==> config.mk <==
export PLATFORM = sky130hd
export DESIGN_NAME = digito_atuadores_mux
export DESIGN_NICKNAME = d
export VERILOG_FILES = /design/src/rtl/digito_atuadores_mux.sv
export SDC_FILE = /design/constraint.sdc
export NUM_CORES = 1
export LEC_CHECK = 0
export ABC_AREA = 1
export BUFFER_PORTS_ARGS = -buffer_cell sky130_fd_sc_hd__buf_2
export CAP_MARGIN = 20
export CORE_MARGIN = 4
export CORE_UTILIZATION = 25
export DETAILED_ROUTE_END_ITERATION = 16
export PLACE_DENSITY_LB_ADDON = 0.2
export REMOVE_ABC_BUFFERS = 1
export SLEW_MARGIN = 25
export SYNTH_ARGS = -nofsm -noshare
export SYNTH_HDL_FRONTEND = slang
export SYNTH_SLANG_ARGS = --single-unit
==> constraint.sdc <==
create_clock -name clock -period 1.9 [get_ports clock]
set_input_delay 0.38 -clock clock [delete_from_list [all_inputs] [get_ports clock]]
set_output_delay 0.38 -clock clock [all_outputs]
set_load 0.1 [all_outputs]
==> src/rtl/digito_atuadores_mux.sv <==
// Multi-channel actuator status display: per-channel latched active flags,
// shared six-step segment animation, multiplexed digit scan and a blink LED.
module digito_atuadores_mux #(
  parameter int N_CANAIS    = 4,
  parameter int MODO_TOGGLE = 0,
  parameter int DIV_ANIM    = 4,
  parameter int DIV_PISCA   = 8,
  parameter int DIV_VARRE   = 16
) (
  input  logic                clock,
  input  logic                reset_n,
  input  logic [1:0]          estado,
  input  logic                sinal,
  input  logic [N_CANAIS-1:0] botao,
  output logic [6:0]          segmentos,
  output logic [N_CANAIS-1:0] anodo,
  output logic [N_CANAIS-1:0] ativo,
  output logic                pisca
);
  localparam int IW = (N_CANAIS > 1) ? $clog2(N_CANAIS) : 1;
  localparam int AW = $clog2(DIV_ANIM + 1);
  localparam int PW = $clog2(DIV_PISCA + 1);
  localparam int VW = $clog2(DIV_VARRE + 1);
  localparam logic [6:0] DIGITO_ZERO = 7'b0111111;

  logic [N_CANAIS-1:0] r_sync1, r_sync2, r_sync_d, r_ativo, r_anodo;
  logic [AW-1:0]       r_pre_anim;
  logic [PW-1:0]       r_pre_pisca;
  logic [VW-1:0]       r_pre_varre;
  logic [2:0]          r_passo;
  logic [IW-1:0]       r_indice;
  logic                r_fase, r_pisca;
  logic [6:0]          r_segmentos;

  logic [N_CANAIS-1:0] w_borda, w_ativo_nxt, w_onehot;
  logic                w_fim_anim, w_fim_pisca, w_fim_varre, w_canal_ativo;
  logic [6:0]          w_padrao;

  assign w_fim_anim  = (r_pre_anim  == AW'(DIV_ANIM - 1));
  assign w_fim_pisca = (r_pre_pisca == PW'(DIV_PISCA - 1));
  assign w_fim_varre = (r_pre_varre == VW'(DIV_VARRE - 1));

  always_comb begin
    w_borda     = r_sync2 & ~r_sync_d;
    w_ativo_nxt = r_ativo;
    if (estado == 2'b11) begin
      if (!sinal) w_ativo_nxt = '0;
    end else if (estado == 2'b01) begin
      if (MODO_TOGGLE != 0) w_ativo_nxt = r_ativo ^ w_borda;
      else                  w_ativo_nxt = r_ativo | w_borda;
    end
  end

  always_comb begin
    w_onehot = '0;
    for (int unsigned i = 0; i < N_CANAIS; i++) begin
      w_onehot[i] = (r_indice == IW'(i));
    end
    w_canal_ativo = |(r_ativo & w_onehot);
    w_padrao      = w_canal_ativo ? (7'b1000000 | (7'd1 << r_passo)) : DIGITO_ZERO;
  end

  always_ff @(posedge clock) begin
    if (!reset_n) begin
      r_sync1     <= '0;
      r_sync2     <= '0;
      r_sync_d    <= '0;
      r_ativo     <= '0;
      r_pre_anim  <= '0;
      r_pre_pisca <= '0;
      r_pre_varre <= '0;
      r_passo     <= '0;
      r_indice    <= '0;
      r_fase      <= 1'b0;
      r_segmentos <= '0;
      r_anodo     <= '0;
      r_pisca     <= 1'b0;
    end else begin
      r_sync1  <= botao;
      r_sync2  <= r_sync1;
      r_sync_d <= r_sync2;
      r_ativo  <= w_ativo_nxt;

      r_pre_anim <= w_fim_anim ? '0 : r_pre_anim + AW'(1);
      if (w_fim_anim) r_passo <= (r_passo == 3'd5) ? 3'd0 : r_passo + 3'd1;

      r_pre_pisca <= w_fim_pisca ? '0 : r_pre_pisca + PW'(1);
      if (w_fim_pisca) r_fase <= ~r_fase;

      r_pre_varre <= w_fim_varre ? '0 : r_pre_varre + VW'(1);
      if (w_fim_varre) r_indice <= (r_indice == IW'(N_CANAIS - 1)) ? '0 : r_indice + IW'(1);

      // anodo and segmentos sample the same indice so digit and pattern switch together
      r_anodo     <= w_onehot;
      r_segmentos <= w_padrao;
      // a held button (delayed sync stage) masks its channel's blink contribution
      r_pisca     <= r_fase & |(r_ativo & ~r_sync_d);
    end
  end

  assign segmentos = r_segmentos;
  assign anodo     = r_anodo;
  assign ativo     = r_ativo;
  assign pisca     = r_pisca;
endmodule

==> reports/metrics.cfg, run 1 <==
[run_status]
status=finished, final reports clean

[timing]
layout_setup_ws_ns=0.386
period_minus_slack_ns=1.51
setup-violations-final=0
worst_pin_slew_ns=0.488
finalSetupTns_ns=0
max_slew_margin_pct=67.7
fin_skew_ns=0.0134
slew_viol_final=0
finalCritPeriodShare_pct=79.7
rsz0062_at_grt=false
max_freq_mhz=661
hold_viol_final=0

[synth]
synthMuxAreaShare_pct=0
syn_inst=208
yosys.cell_types.count=23
yosys.area_share.simple_pct=23.3
synth.cell_area_um2=1710
synth_top_family_by_area=simple AND/OR/NAND/NOR gates
synth_xor_area_share_pct=0.514
synth_warnings=0
synth_ff_type=dfxtp_1
avgSynthCellArea_um2=8.20
yosysSeqAreaShare_pct=54.0
synth-compound-area-share_pct=4.84
synth_edf_count=0
async_flop_share_pct=0
synth-adder-area-share_pct=7.34
synth.ff_latch_count=46

[power_and_ir_drop]
p_int_mw=1.37
p_leak_nw=0.982
p_sw_mw=0.512
pwr-share-comb_pct=12.2
p_clk_share_pct=32.0
irDropWorstVdd_v=0.000237
power_density_nw_per_um2=942
swShare_pct=27.2
seqPwrFrac_pct=55.8

[clock_network]
ctsHoldBuffers=0
cts_tree=done
cts_setup_buffers=0
clkLatencyLatePin_ns=0.29
cts_buffers=5
cts_resized=0
htreeDepth=2
cts_sinks=46
path_clk_slew_ns=0.09
root_buffer=clkbuf_8
ctsLongestPathBuffers=2

[global_route]
gr-usage-all-layers_pct=7.57
grt_overflow_total=0
antenna_found_initial=0
grt_pass1_vias=1157
grt_pass1_wl_mm=4.97
grt_max_degree=21

[placement]
dp_hpwl_mm=2.07
port_buffers=24
finalWeightedCongestion=0.689
dp_slack_ns=0.545

[floorplanning]
ios=25
start_util_pct=26.3
die_x_um=90.6
die_h_um=90.6
rows=29
design.die.area_um2=8210
core_area_um2=6490

[detailed_routing]
drc=0
vias=1235
routed_wl_mm=2.82
drt_pre_antenna_iters=4
first_iter_violations=29
vias_per_cell=3.92
ant_nets=0
avgRoutedWirePerCell_um=8.96

[setup_path]
critPathMaxStageDelay_ns=0.45
start_kind=flop
cp.required_ns=1.52
worstPathCellList=buf_2
reg2reg_from=r_pre_varre[0]
worst-path-max-fanout=4
cp-end-kind=primary output
rrSetupSlack_ns=0.56
r2r_cells=7
critPathKind=flop to primary output
path_buf_inv=1
crit_family=buffers and inverters
critical_path_arrival_ns=1.13
r2r-end=r_pre_varre[2]
worst_path_max_delay_cell=buf_2

[hold_path]
hold_class=input pin to flop
holdPathStages=3
min-delay-start=botao[0]
hold_end=r_sync1[0]

[finish]
final_nets=256
antennaDiodeCount=0
nFillCells=725
syn_to_final_growth_pct=17.1
drive_above_1_share_pct=16.8

[job]
max-cap-violations=0

[cells in the mapped netlist (2+ instances only)]
library cell | instances | area share, %
nor3_1 | 2 | 0.59
dfxtp_1 | 46 | 54
nand2_1 | 37 | 8.1
nand4_1 | 4 | 1.5
nand3_1 | 3 | 0.88
nand2_2 | 3 | 1.1
nor2_1 | 39 | 8.6
o21ai_1 | 4 | 1.2
a21oi_1 | 7 | 2.1
nor2_2 | 2 | 0.73
inv_1 | 38 | 8.4
o21ai_0 | 3 | 0.88
ha_1 | 10 | 7.3
[flip-flops by register name (all words and copies together) (netlist names)]
register,flops
r_passo,3
r_pre_varre,5
r_pre_pisca,4
pisca,1
r_sync_d,4
anodo,4
r_pre_anim,3
r_indice,2
segmentos,7
r_sync2,4
r_fase,1
r_sync1,4
ativo,4
[metrics by stage]
step	hold slack, ns	instances	util [%]	cell area [µm²]	total power, mW
after global placement	0.391	307	29.3	1910	1.30
final	0.266	315	30.7	2000	1.88
after detailed placement	0.397	307	29.3	1910	1.31
after floorplan	0.390	205	-	1680	1.25
after global routing	0.260	315	30.7	2000	2.00
after CTS	0.260	315	30.7	2000	1.91
[cell type report]
type | instances | area, µm² | share of cell area [%]
multi-input combinational | 120 | 614 | 30.8
inverter | 39 | 146 | 7.33
timing repair buffer | 25 | 128 | 6.39
clock inverter | 1 | 5.00 | 0.251
clock buffer | 7 | 86.3 | 4.32
tap | 77 | 96.3 | 4.82
sequential | 46 | 921 | 46.1
[cell families after synthesis]
kind of cell / after synthesis
AO/OA/AOI/OAI: 16
adder cells (fa/ha/maj): 10
XOR/XNOR: 1
AND/OR/NAND/NOR: 93
buffers and inverters: 42
flip-flops: 46
[power groups by stage]
| stage | logic [mW] | registers, mW | clock network (mW) |
|---|---|---|---|
| floorplan | 0.0954 | 1.15 | 0 |
| global placement | 0.231 | 1.07 | 0 |
| detailed placement | 0.232 | 1.07 | 0 |
| CTS | 0.233 | 1.05 | 0.629 |
| global route | 0.259 | 1.06 | 0.678 |
| finish | 0.229 | 1.05 | 0.601 |
[worst register-to-register path: cells and delay by family (launching register included)]
kind          cells  cell delay, ns
flops             1            0.34
buf+inv           1            0.12
simple gates      4            0.45
fa+ha+maj         2            0.37
[cell usage in the layout, fill, tap and decap left out]
cell	instances
dfxtp_1	46
nor2_1	39
inv_1	38
nand2_1	37
buf_2	24
ha_1	10
a21oi_1	7
clkbuf_8	6
nand4_1	4
o21ai_1	4
nand3_1	3
nand2_2	3
o21ai_0	3
nor2_2	2
nor3_1	2
inv_2	1
xnor2_1	1
nor3b_2	1
nand3b_1	1
o22ai_1	1
a31oi_1	1
nor2_4	1
clkbuf_1	1
clkinv_2	1
buf_4	1
[routing by layer]
| metal | GRT usage, % | part of all wire (%) |
|---|---|---|
| met1 | 8.67 | 50 |
| met4 | 4.21 | 1.9 |
| met5 | 0 | 0 |
| met3 | 2.25 | 3.4 |
| met2 | 12.5 | 44 |
[worst max path at each step]
stage	startpoint	to	slack [ns]	depth (start not counted)
3_5_place_dp	r_pre_varre[0]	r_pre_varre[2]	0.55	7
6_report	ativo[3]	ativo[3]	0.39	1
4_1_cts	ativo[3]	ativo[3]	0.37	1
5_1_grt	ativo[3]	ativo[3]	0.33	1
2_1_floorplan	ativo[3]	segmentos[0]	0.40	5
3_3_place_gp	r_pre_varre[0]	r_pre_varre[2]	0.60	7
No activity file was read; power rests on OpenSTA's default activity.
==> run 2: changes to the inputs <==
--- a/config.mk
+++ b/config.mk
@@ -5,7 +5,7 @@
 export SDC_FILE = /design/constraint.sdc
 export NUM_CORES = 1
 export LEC_CHECK = 0
-export ABC_AREA = 1
+export ABC_AREA = 0
 export BUFFER_PORTS_ARGS = -buffer_cell sky130_fd_sc_hd__buf_2
 export CAP_MARGIN = 20
 export CORE_MARGIN = 4
==> constraint.sdc (replaced) <==
create_clock -name clock -period 1.2 [get_ports clock]
set_input_delay 0.24 -clock clock [delete_from_list [all_inputs] [get_ports clock]]
set_output_delay 0.24 -clock clock [all_outputs]
set_load 0.1 [all_outputs]
==> reports/metrics.cfg, run 2 <==
[timing]
whs_ns=0.150  ; was 0.266 ns
finalCritPeriodShare_pct=108
slew_viol_final=0  ; unchanged
hold_viol_final=0  ; unchanged
period_minus_slack_ns=1.29
setup-violations-final=13  ; was 0
max_slew_margin_pct=82.4  ; was 67.7%
rsz0062_at_grt=true  ; was false
max_freq_mhz=773
worst_pin_slew_ns=0.262  ; was 0.488 ns
layout_setup_ws_ns=-0.0943  ; was 0.386 ns
fin_skew_ns=0.00751  ; was 0.0134 ns

[clock_network]
cts_buffers=5  ; unchanged
cts_tree=done  ; unchanged
clkLatencyLatePin_ns=0.29  ; about the same
root_buffer=clkbuf_8  ; unchanged
htreeDepth=2  ; unchanged
cts_sinks=46  ; unchanged
path_clk_slew_ns=0.08  ; was 0.09 ns
ctsLongestPathBuffers=2  ; unchanged

[global_route]
grt_overflow_total=0  ; unchanged
gr-usage-all-layers_pct=8.82  ; was 7.57%
antenna_found_initial=0  ; unchanged
grt_pass1_wl_mm=5.28  ; was 4.97 mm
grt_pass1_vias=1159  ; was 1157
grt_max_degree=21  ; unchanged

[synth]
synth_ff_type=dfxtp_1  ; unchanged
yosys-top-cells-area=dfxtp_1 (56%), and2_1 (8.3%), ha_1 (7.6%), nor2_1 (3.6%), o21a_1 (3.2%)  ; was dfxtp_1 (54%), nor2_1 (8.6%), inv_1 (8.4%), nand2_1 (8.1%), ha_1 (7.3%)
yosysMostFrequentCell=dfxtp_1  ; unchanged
synth.cell_area_um2=1660  ; was 1710 µm²
yosys.cell_types.count=28  ; was 23
avgSynthCellArea_um2=10.6  ; was 8.20 µm²
async_flop_share_pct=0  ; unchanged
synth_area_leader_cell=dfxtp_1  ; unchanged
synth_edf_count=0  ; unchanged
synth.ff_latch_count=46  ; unchanged
syn_inst=157  ; was 208
synth_warnings=0  ; unchanged
yosysSeqAreaShare_pct=55.6  ; was 54.0%
synth_commonest_cells=dfxtp_1 (46), and2_1 (22), nor2_1 (16)  ; was dfxtp_1 (46), nor2_1 (39), inv_1 (38)
synth_top_area_share_pct=55.6  ; was 54.0%

[hold_path]
hold_class=input pin to flop  ; unchanged

[detailed_routing]
vias_per_cell=3.96  ; was 3.92
top_layer_used=met4  ; unchanged
wl_met3_um=208  ; was 96 µm
drt_pre_antenna_iters=3  ; was 4
routed_wl_mm=2.93  ; was 2.82 mm
ant_nets=0  ; unchanged
vias=1102  ; was 1235
drc=0  ; unchanged
first_iter_violations=27  ; was 29
avgRoutedWirePerCell_um=10.5  ; was 8.96 µm
route.met2.wl_mm=1.22  ; was 1.25 mm
wl_met1_mm=1.44  ; was 1.42 mm

[placement]
placedCellCount=270  ; was 307
dp_slack_ns=-0.206  ; was 0.545 ns
finalWeightedCongestion=0.688  ; was 0.689
port_buffers=24  ; unchanged
dp_hpwl_mm=2.13  ; was 2.07 mm

[finish]
nFillCells=642  ; was 725
drive_above_1_share_pct=36.3  ; was 16.8%
final_common_cell=dfxtp_1  ; unchanged
final_cells=278  ; was 315
layout_common_cells=dfxtp_1 (38), and2_1 (22), buf_12 (17)  ; was dfxtp_1 (46), nor2_1 (39), inv_1 (38)
antennaDiodeCount=0  ; unchanged
final_nets=219  ; was 256
largest_register_ff_count=7  ; unchanged
register_area_um2=931  ; was 921 µm²
syn_to_final_growth_pct=46.8  ; was 17.1%
multi_input_area_um2=749  ; was 614 µm²

[setup_path]
cp-end-kind=flop  ; was primary output
cp.required_ns=1.44  ; was 1.52 ns
critical_path_arrival_ns=1.54  ; was 1.13 ns
reg2reg_from=r_indice[0]  ; was r_pre_varre[0]
crit_end=segmentos[3]  ; was ativo[3]
worst-path-max-fanout=7  ; was 4
critPathKind=flop to flop  ; was flop to primary output
startpoint=r_indice[0]  ; was ativo[3]
r2r-end=segmentos[3]  ; was r_pre_varre[2]
rrSetupSlack_ns=-0.09  ; was 0.56 ns
r2r_cells=6  ; was 7
start_kind=flop  ; unchanged

[run_status]
violations=negative setup slack
status=finished with violations  ; was finished, final reports clean

[floorplanning]
die_h_um=89.4  ; was 90.6 µm
ios=25  ; unchanged
start_util_pct=25.9  ; was 26.3%
core_area_um2=6390  ; was 6490 µm²
die_x_um=89.4  ; was 90.6 µm
design.die.area_um2=7990  ; was 8210 µm²
rows=29  ; unchanged

[power_and_ir_drop]
p_leak_nw=1.01  ; was 0.982 nW
power_density_nw_per_um2=1270  ; was 942 nW/µm²
irDropWorstVdd_v=0.000571  ; was 0.000237 V

[job]
max-cap-violations=0  ; unchanged

[run 2: worst min path at each step]
stage          slack, ns  cells past startpoint              to          start
2_1_floorplan       0.35                      2  r_pre_pisca[0]        reset_n
3_3_place_gp        0.42                      1   r_pre_anim[0]  r_pre_anim[0]
3_5_place_dp        0.42                      1   r_pre_anim[0]  r_pre_anim[0]
4_1_cts             0.13                      2      r_sync1[1]       botao[1]
5_1_grt             0.15                      2      r_sync1[2]       botao[2]
6_report            0.15                      2      r_sync1[1]       botao[1]
[run 2: worst max-delay path, cell delays in order, from the launching register on]
cell	delay (ns)
dfxtp_2	0.35
inv_2	0.05
ha_4	0.14
a22o_1	0.23
a221oi_4	0.19
buf_6	0.16
o21a_1	0.12
[run 2: layout make-up]
cell class / count / share of cell area, %
clock buffer: 8 / 4.53
inverter: 11 / 1.70
multi-input combinational: 95 / 30.8
sequential: 46 / 38.3
tap: 77 / 3.96
timing repair buffer: 41 / 20.7
[run 2: where the power goes]
group / internal (mW) / switching (mW) / total [mW]
logic: 0.170 / 0.224 / 0.394
clock network: 0.582 / 0.489 / 1.07
registers: 1.59 / 0.0402 / 1.63
[run 2: cell families after synthesis]
group,share of synthesized area (%)
AND/OR/NAND/NOR,19.1
flip-flops,55.6
AO/OA/AOI/OAI,9.44
buffers and inverters,3.85
adder cells (fa/ha/maj),7.55
XOR/XNOR,2.64
multiplexers,1.81
[run 2: layer usage]
metal  track usage, %  vias to the layer above
li1                 -                      597
met1             11.2                      479
met2             12.7                       20
met3             4.06                        6
met4             4.06                        0
met5                0                        -
[run 2: through the flow]
stage / total power, mW / instance area (µm²) / utilization, % / setup TNS (ns)
after global routing: 3.26 / 2430 / 38.1 / -1.89
after detailed placement: 2.05 / 2230 / 34.9 / -2.22
final: 3.10 / 2430 / 38.1 / -0.778
after floorplan: 1.88 / 1630 / - / -3.92
after CTS: 3.15 / 2410 / 37.8 / -0.902
after global placement: 2.05 / 2230 / 34.9 / -1.91
[run 2: repair_timing]
action / 4_1_cts / 5_1_grt
endpoints found under the setup margin: 19 / 20
setup buffers: 2 / 0
hold buffers: 0 / 0
resized for setup: 19 / 8
pin swaps: 11 / 5
